[config.mk]
export PLATFORM = sky130hd
export DESIGN_NAME = hazard_scoreboard_unit
export DESIGN_NICKNAME = d
export VERILOG_FILES = /design/src/rtl/hazard_pkg.sv /design/src/rtl/fwd_select.sv /design/src/rtl/hazard_scoreboard_unit.sv
export SDC_FILE = /design/constraint.sdc
export NUM_CORES = 1
export LEC_CHECK = 0
export BUFFER_PORTS_ARGS = -buffer_cell sky130_fd_sc_hd__clkbuf_2
export CAP_MARGIN = 20
export CORE_AREA = 8 8 104 106
export DETAILED_ROUTE_END_ITERATION = 8
export DIE_AREA = 0 0 112 114
export PLACE_DENSITY = 0.72
export SLEW_MARGIN = 20
export SYNTH_ARGS = -nofsm -noshare
export SYNTH_HDL_FRONTEND = slang
export SYNTH_SLANG_ARGS = --single-unit
[constraint.sdc]
create_clock -name clk -period 3.2 [get_ports clk]
set_clock_uncertainty 0.2 [all_clocks]
set_input_delay 0.32 -clock clk [delete_from_list [all_inputs] [get_ports clk]]
set_output_delay 0.32 -clock clk [all_outputs]
set_load 0.01 [all_outputs]
[src/rtl/hazard_pkg.sv]
// Shared constants and types for the hazard/forwarding controller.
package hazard_pkg;

  // Forwarding mux select encodings.
  localparam logic [1:0] FWD_RF  = 2'b00;
  localparam logic [1:0] FWD_EX  = 2'b01;
  localparam logic [1:0] FWD_MEM = 2'b10;
  localparam logic [1:0] FWD_WB  = 2'b11;

  // Width of each per-register load countdown.
  localparam int CNT_W = 3;

  // Branch flush state machine states.
  typedef enum logic {
    IDLE,
    FLUSH
  } flush_state_t;

endpackage

[src/rtl/fwd_select.sv]
// Priority forwarding selector for a single ID source operand.
module fwd_select
  import hazard_pkg::*;
#(
  parameter int NUM_REGS = 16,
  parameter int REG_W    = 4
) (
  input  logic [REG_W-1:0] i_src,
  input  logic             i_used,
  input  logic [REG_W-1:0] i_ex_rd,
  input  logic             i_ex_rf_en,
  input  logic [REG_W-1:0] i_mem_rd,
  input  logic             i_mem_rf_en,
  input  logic [REG_W-1:0] i_wb_rd,
  input  logic             i_wb_rf_en,
  output logic [1:0]       o_sel
);

  localparam logic [REG_W-1:0] PC_IDX = REG_W'(NUM_REGS - 1);

  // Youngest matching producer wins; unused operands and the PC always read the register file.
  always_comb begin
    o_sel = FWD_RF;
    if (i_used && (i_src != PC_IDX)) begin
      if (i_ex_rf_en && (i_ex_rd == i_src)) begin
        o_sel = FWD_EX;
      end else if (i_mem_rf_en && (i_mem_rd == i_src)) begin
        o_sel = FWD_MEM;
      end else if (i_wb_rf_en && (i_wb_rd == i_src)) begin
        o_sel = FWD_WB;
      end
    end
  end

endmodule

[src/rtl/hazard_scoreboard_unit.sv]
// Hazard and forwarding controller: per-operand forwarding selects, load-use
// stalls from a per-register countdown scoreboard, and a multi-cycle branch flush.
module hazard_scoreboard_unit
  import hazard_pkg::*;
#(
  parameter int NUM_REGS     = 16,
  parameter int REG_W        = 4,
  parameter int NUM_SRC      = 3,
  parameter int LOAD_LAT     = 1,
  parameter int FLUSH_CYCLES = 1,
  parameter int STAT_W       = 16
) (
  input  logic                     clk,
  input  logic                     reset,
  input  logic                     i_id_valid,
  input  logic [NUM_SRC*REG_W-1:0] i_id_src,
  input  logic [NUM_SRC-1:0]       i_id_src_used,
  input  logic [REG_W-1:0]         i_id_rd,
  input  logic                     i_id_rf_en,
  input  logic                     i_id_load,
  input  logic [REG_W-1:0]         i_ex_rd,
  input  logic [REG_W-1:0]         i_mem_rd,
  input  logic [REG_W-1:0]         i_wb_rd,
  input  logic                     i_ex_rf_en,
  input  logic                     i_mem_rf_en,
  input  logic                     i_wb_rf_en,
  input  logic                     i_branch_taken,
  output logic [2*NUM_SRC-1:0]     o_fwd_sel,
  output logic                     o_pc_le,
  output logic                     o_ifid_le,
  output logic                     o_flush_ifid,
  output logic                     o_nop_insert,
  output logic [STAT_W-1:0]        o_stall_count
);

  localparam logic [CNT_W-1:0] LOAD_LAT_C = CNT_W'(LOAD_LAT);
  localparam logic [1:0]       FC_RELOAD  = 2'(FLUSH_CYCLES - 1);

  logic [CNT_W-1:0]     r_cnt [NUM_REGS];
  flush_state_t         r_state;
  flush_state_t         w_state_next;
  logic [1:0]           r_fc;
  logic [1:0]           w_fc_next;
  logic [STAT_W-1:0]    r_stall_count;
  logic                 w_stall;
  logic                 w_flush;
  logic                 w_issue;
  logic [2*NUM_SRC-1:0] w_fwd_sel;

  for (genvar g = 0; g < NUM_SRC; g++) begin : g_fwd
    fwd_select #(
      .NUM_REGS(NUM_REGS),
      .REG_W   (REG_W)
    ) u_fwd_select (
      .i_src      (i_id_src[g*REG_W +: REG_W]),
      .i_used     (i_id_src_used[g]),
      .i_ex_rd    (i_ex_rd),
      .i_ex_rf_en (i_ex_rf_en),
      .i_mem_rd   (i_mem_rd),
      .i_mem_rf_en(i_mem_rf_en),
      .i_wb_rd    (i_wb_rd),
      .i_wb_rf_en (i_wb_rf_en),
      .o_sel      (w_fwd_sel[2*g +: 2])
    );
  end

  // Load-use hazard: any read operand whose register still has a pending load.
  always_comb begin
    w_stall = 1'b0;
    for (int i = 0; i < NUM_SRC; i++) begin
      if (i_id_src_used[i] && (r_cnt[i_id_src[i*REG_W +: REG_W]] != '0)) begin
        w_stall = 1'b1;
      end
    end
    w_stall = w_stall & i_id_valid;
  end

  assign w_issue = i_id_valid & ~w_stall & ~w_flush;

  // Flush FSM next state: a taken branch flushes immediately and, for longer flushes, arms the countdown.
  always_comb begin
    w_state_next = r_state;
    w_fc_next    = r_fc;
    w_flush      = 1'b0;
    case (r_state)
      IDLE: begin
        if (i_branch_taken) begin
          w_flush = 1'b1;
          if (FLUSH_CYCLES > 1) begin
            w_state_next = FLUSH;
            w_fc_next    = FC_RELOAD;
          end
        end
      end
      FLUSH: begin
        w_flush = 1'b1;
        if (i_branch_taken) begin
          w_fc_next = FC_RELOAD;
        end else if (r_fc == 2'd1) begin
          w_state_next = IDLE;
          w_fc_next    = 2'd0;
        end else begin
          w_fc_next = r_fc - 2'd1;
        end
      end
      default: begin
        w_state_next = IDLE;
        w_fc_next    = 2'd0;
      end
    endcase
  end

  // Flush FSM state register.
  always_ff @(posedge clk or posedge reset) begin
    if (reset) begin
      r_state <= IDLE;
      r_fc    <= 2'd0;
    end else begin
      r_state <= w_state_next;
      r_fc    <= w_fc_next;
    end
  end

  // Scoreboard: an issuing writer reloads its register's count, all other pending counts drain.
  always_ff @(posedge clk or posedge reset) begin
    if (reset) begin
      for (int r = 0; r < NUM_REGS; r++) begin
        r_cnt[r] <= '0;
      end
    end else begin
      for (int r = 0; r < NUM_REGS; r++) begin
        if (w_issue && i_id_rf_en && (i_id_rd == REG_W'(r))) begin
          r_cnt[r] <= i_id_load ? LOAD_LAT_C : '0;
        end else if (r_cnt[r] != '0) begin
          r_cnt[r] <= r_cnt[r] - CNT_W'(1);
        end
      end
    end
  end

  // Saturating count of genuine load-use stall cycles; flush cycles are not stalls.
  always_ff @(posedge clk or posedge reset) begin
    if (reset) begin
      r_stall_count <= '0;
    end else if (w_stall && !w_flush && (r_stall_count != '1)) begin
      r_stall_count <= r_stall_count + STAT_W'(1);
    end
  end

  // Pipeline control: flush beats stall so the branch target is fetched; reset forces idle values.
  always_comb begin
    o_fwd_sel    = '0;
    o_pc_le      = 1'b1;
    o_ifid_le    = 1'b1;
    o_flush_ifid = 1'b0;
    o_nop_insert = 1'b0;
    if (!reset) begin
      o_fwd_sel = w_fwd_sel;
      if (w_flush) begin
        o_flush_ifid = 1'b1;
        o_nop_insert = 1'b1;
      end else if (w_stall) begin
        o_pc_le      = 1'b0;
        o_ifid_le    = 1'b0;
        o_nop_insert = 1'b1;
      end
    end
  end

  assign o_stall_count = r_stall_count;

endmodule
==> flow_summary.yaml, run 1 <==
run_status:
  status: "completed"
synthesis:
  syn_nets: 630
  seq_area_frac_synth: 0.3443
  synth_warnings: 0
  syn_area_per_cell_um2: 8.758
  ys_seq_elements: 67
  synth-edff-count: 0
  synth_cell_types: 51
  syn_area_um2: 4870
  async_flop_share: 1.000
  synthCells: 556
  synth_flop_cell: "dfrtp_1"
route:
  first_pass_iters: 5
  first_iter_violations: 269
  ant_nets: 0
  postRouteWirelength_mm: 13.35
  wl_per_cell_um: 17.84
  routed_via_density: 5.957
  drc: 0
  route.vias.total: 4456
clock_network:
  h-tree-depth: 3
  cts.clk_slew.worst_paths_ps: 70
  root_buffer: "clkbuf_8"
  cts_sinks: 67
  cts_buffers: 9
  clock_latency_ps: 350
  cts_tree: "built"
  clk_path_buf_depth: 2
global_route:
  grt_usage: 0.2128
  grt_pass1_vias: 4483
  grt_max_degree: 34
  overflow: 0
  antenna_found_initial: 0
  grt_pass1_wl_mm: 21.80
place:
  pre_cts_ws_ps: 98.40
  dpl.hpwl_mm: 9.469
  dp_cells: 722
  finalWeightedCongestion: 0.8974
  dpl_cell_area_um2: 5361
  io_buffers: 65
layout:
  final_cell_mix: "clkbuf_2, dfrtp_1, inv_1"
  stdcell_area_um2: 5787
  diodes: 0
  drive_gt1_frac: 0.2198
  utilization: 0.6353
  layout_commonest_cell: "clkbuf_2"
  stdcell_count: 748
  final_nets: 706
  synthToLayoutAreaGrowth_pct: 18.83
critical_path:
  critPathLaunchType: "flop"
  critPathMaxFanout: 6
  crit_type: "flop to output port"
  r2r_slack_ps: 140
  crit_required_ps: 2680
  end_kind: "output port"
  worstPathArrival_ps: 2610
sta:
  tns_ps: 0
  worstMarginPinSlew_ps: 621.5
  fmax_mhz: 320.0
  worst_slack_ps: 74.69
  maxSlewViolCount: 0
  fin_hold_ws_ps: 46.78
  rsz0062_at_grt: "yes"
  setup_viol: 0
  hold_viol: 0
  period_needed_ps: 3125
  fin_crit_sh: 0.9767
  relSlewSlack: 0.5819
die:
  dieArea_um2: 12770
  io_pins: 66
  die_w_um: 112
  rows: 35
  fp.coreArea_um2: 9109
  initial_utilization: 0.5346
  dieHeight_um: 114
job:
  maxCapViolations: 0
pwr:
  cellPowerDensity_nw_per_um2: 825.5
  ir_drop_v: 0.0004763
  total_power_mw: 4.777
  leakagePower_nw: 2.756
worst_hold_path:
  worstHoldPathType: "input port to flop"
-- repair_timing --
action / 4_1_cts / 5_1_grt
pin swaps: 1 / 8
buffers inserted: 2 / 5
endpoints found under the hold margin: 9 / 0
cloned: 2 / 0
setup endpoints to repair: 3 / 4
gates resized for setup: 7 / 24
hold buffers: 1 / 0
-- cells in the mapped netlist (all sizes together), types with 3 or more instances --
cell	number	area share
dfrtp	67	0.34
inv	57	0.044
nor2	50	0.039
xor2	42	0.076
a21oi	36	0.037
ha	34	0.087
nor3	27	0.028
a31oi	26	0.033
nand3	25	0.026
xnor2	25	0.045
nor4	23	0.030
nand2	20	0.015
buf	18	0.020
mux2	18	0.042
clkbuf	11	0.0085
and3	8	0.010
a2111oi	7	0.014
nand4	6	0.0077
a211oi	5	0.0077
nor3b	5	0.0077
mux2i	4	0.0082
nand2b	4	0.0051
a311oi	3	0.0067
nor4b	3	0.0067
o31ai	3	0.0046
-- critical path: stages (launching register included) --
cell and delay (ps):
dfrtp_2 430, buf_4 150, nor4_2 210, o32ai_1 150
a2111oi_2 350, o32ai_2 140, a311oi_4 350, buf_12 170
nor2_4 30, a21o_1 140, buf_2 130
-- logic make-up after synthesis --
logic type	count (synthesis)	share of synthesized area
xor+xnor	67	0.1205
flops	67	0.3443
buf+inv	86	0.07246
compound gates	95	0.1269
mux	23	0.05447
fa+ha+maj	34	0.08736
simple gates	184	0.1940
-- registers in the layout, summed over array words and instances, names as in the netlist --
name	count
r_cnt	48
r_state	1
o_stall_count	16
r_fc	2
-- layout make-up --
| cell class | count | area, um^2 |
|---|---|---|
| clock buffers | 14 | 162.7 |
| clock inverters | 2 | 10.01 |
| fillers | 751 | 3322 |
| inverters | 57 | 214.0 |
| repair buffers | 94 | 608.1 |
| flip-flops and latches | 67 | 1683 |
| multi-input cells | 403 | 2970 |
| well taps | 111 | 138.9 |
-- path summary, 6_finish.rpt --
check                                       from               end  cells after the start
max in group asynchronous                  reset         r_cnt[43]                      4
worst min-delay path              i_branch_taken           r_state                      3
worst max register to register         r_cnt[27]  o_stall_count[1]                     10
worst max-delay path                   r_cnt[44]      o_nop_insert                     10
worst min register to register  o_stall_count[7]  o_stall_count[7]                      1
min in group asynchronous                  reset  o_stall_count[7]                      3
-- routing by layer --
layer  part of all wire  up-vias  GRT usage  wire length [um]
li1                   -     2132          -                 -
met1               0.43     2151     0.2477              5781
met2               0.48      148     0.3590              6399
met3              0.065       25    0.05969               864
met4              0.022        0    0.09622               300
met5                  0        -          0                 0
-- power breakdown --
part / internal, mW / switching (mW)
logic: 1.20 / 1.26
clock network: 0.322 / 0.316
registers: 1.24 / 0.442
No activity file was read; power rests on OpenSTA's default activity.
==> inputs of run 2 (changes only) <==
Settings changed: PLACE_DENSITY 0.72 to not set, PLACE_DENSITY_LB_ADDON set to 0.12.
==> flow_summary.yaml, run 2 (same netlist as run 1, synthesis figures left out) <==
clock_network:
  clk_path_buf_depth: 2
  cts.clk_slew.worst_paths_ps: 70
  root_buffer: "clkbuf_8"
  h-tree-depth: 3
  clock_latency_ps: 350
  cts_buffers: 9
  cts_tree: "built"
  cts_sinks: 67
pwr:
  p_int_mw: 2.655
  total_power_mw: 4.601
  p_comb_frac: 0.512
  switchingPower_mw: 1.946
  clkPwrFrac: 0.128
  leakagePower_nw: 2.700
  cellPowerDensity_nw_per_um2: 810.0
  swShare: 0.4230
  ir_drop_v: 0.0004050
  share_seq_of_total_power: 0.360
die:
  rows: 35
  dieArea_um2: 12770
  initial_utilization: 0.5346
  fp.coreArea_um2: 9109
  io_pins: 66
  die_w_um: 112
  dieHeight_um: 114
global_route:
  use_met2: 0.3437
  grt_pass1_vias: 4248
  grt_max_degree: 44
  grt_pass1_wl_mm: 20.83
  grt_usage: 0.2019
  busiest_layer: "met2"
  antenna_found_initial: 0
  gr-usage-met3: 0.04860
  grtUsageMet1: 0.2423
  overflow: 0
place:
  dpl.hpwl_mm: 9.054
  dp_cells: 720
  finalWeightedCongestion: 0.8929
  pre_cts_ws_ps: 77.31
  io_buffers: 65
sta:
  fin_crit_sh: 0.9874
  maxSlewViolCount: 0
  worstMarginPinSlew_ps: 576.1
  fmax_mhz: 316.5
  setup_viol: 0
  rsz0062_at_grt: "yes"
  period_needed_ps: 3160
  hold_viol: 0
  fin_hold_ws_ps: 49.92
  worst_slack_ps: 40.45
  tns_ps: 0
  relSlewSlack: 0.6060
layout:
  synthToLayoutAreaGrowth_pct: 16.65
  final_cell_mix: "clkbuf_2, dfrtp_1, inv_1"
  diodes: 0
  drive_gt1_frac: 0.2035
  largest_reg_flops: 48
  final_nets: 700
  largest_register: "r_cnt"
  stdcell_count: 740
job:
  maxCapViolations: 0
route:
  drc: 0
  ant_nets: 0
  first_iter_violations: 268
  routed_via_density: 5.830
  first_pass_iters: 4
  postRouteWirelength_mm: 12.56
  wl_per_cell_um: 16.97
  route.vias.total: 4314
critical_path:
  critPathMaxFanout: 8
  r2r_slack_ps: 130
  end_kind: "output port"
  crit_type: "flop to output port"
  critPathLaunchType: "flop"
  crit_required_ps: 2680
  worstPathArrival_ps: 2640
run_status:
  status: "completed"
worst_hold_path:
  worstHoldPathType: "input port to flop"
run 2: cell count changes in the layout (fill, tap and decap cells not counted), sizes merged:
cell / before / now
clkbuf: 77 / 75
buf: 28 / 21
clkinvlp: 0 / 1
run 2: worst max-delay path, cell delays in order, from the launching register on:
cell and delay, ps:
dfrtp_1 410, nor3_1 440, mux2i_1 150, o221ai_1 280, o32ai_2 150, a311oi_4 350
buf_12 180, nor2_4 40, a21o_1 160, buf_2 130
run 2: final cells by class:
type / instances / area [um^2]
Clock inverter: 3 / 17.52
Fill cell: 791 / 3428
Clock buffer: 11 / 131.4
Inverter: 57 / 214.0
Sequential cell: 67 / 1680
Timing Repair Buffer: 88 / 563.0
Multi-Input combinational cell: 403 / 2935
Tap cell: 111 / 138.9
run 2: metal layers:
| metal | wire length, um | vias to the layer above |
|---|---|---|
| li1 | - | 2113 |
| met1 | 5560 | 2051 |
| met2 | 6008 | 134 |
| met3 | 741 | 16 |
| met4 | 249 | 0 |
| met5 | 0 | - |
run 2: worst paths after layout:
kind	from	to	cells past startpoint
max in group asynchronous	reset	r_cnt[32]	4
worst min register to register	o_stall_count[7]	o_stall_count[7]	1
worst max register to register	r_cnt[36]	o_stall_count[1]	9
worst max-delay path	r_cnt[23]	o_nop_insert	9
worst min-delay path	i_branch_taken	r_state	3
min in group asynchronous	reset	r_cnt[26]	3
run 2: per-stage QoR:
step | instance area [um^2] | utilization
after global placement | 5346 | 0.5870
after detailed placement | 5346 | 0.5870
after CTS | 5615 | 0.6165
final | 5680 | 0.6236
after floorplan | 4870 | -
after global routing | 5680 | 0.6236
run 2: repair_timing:
action	4_1_cts	5_1_grt
pin swaps	1	5
buffers inserted	2	1
resized for setup	7	15
hold endpoints to repair	7	0
endpoints found under the setup margin	3	4
hold buffers	1	0
cloned	2	0
run 2: power groups by stage:
stage | Sequential, mW | Combinational (mW) | Clock, mW
after floorplan | 1.56 | 1.73 | 0
after global placement | 1.61 | 2.13 | 0
after detailed placement | 1.63 | 2.23 | 0
after CTS | 1.63 | 2.34 | 0.599
after global routing | 1.72 | 2.70 | 0.634
final | 1.66 | 2.35 | 0.589
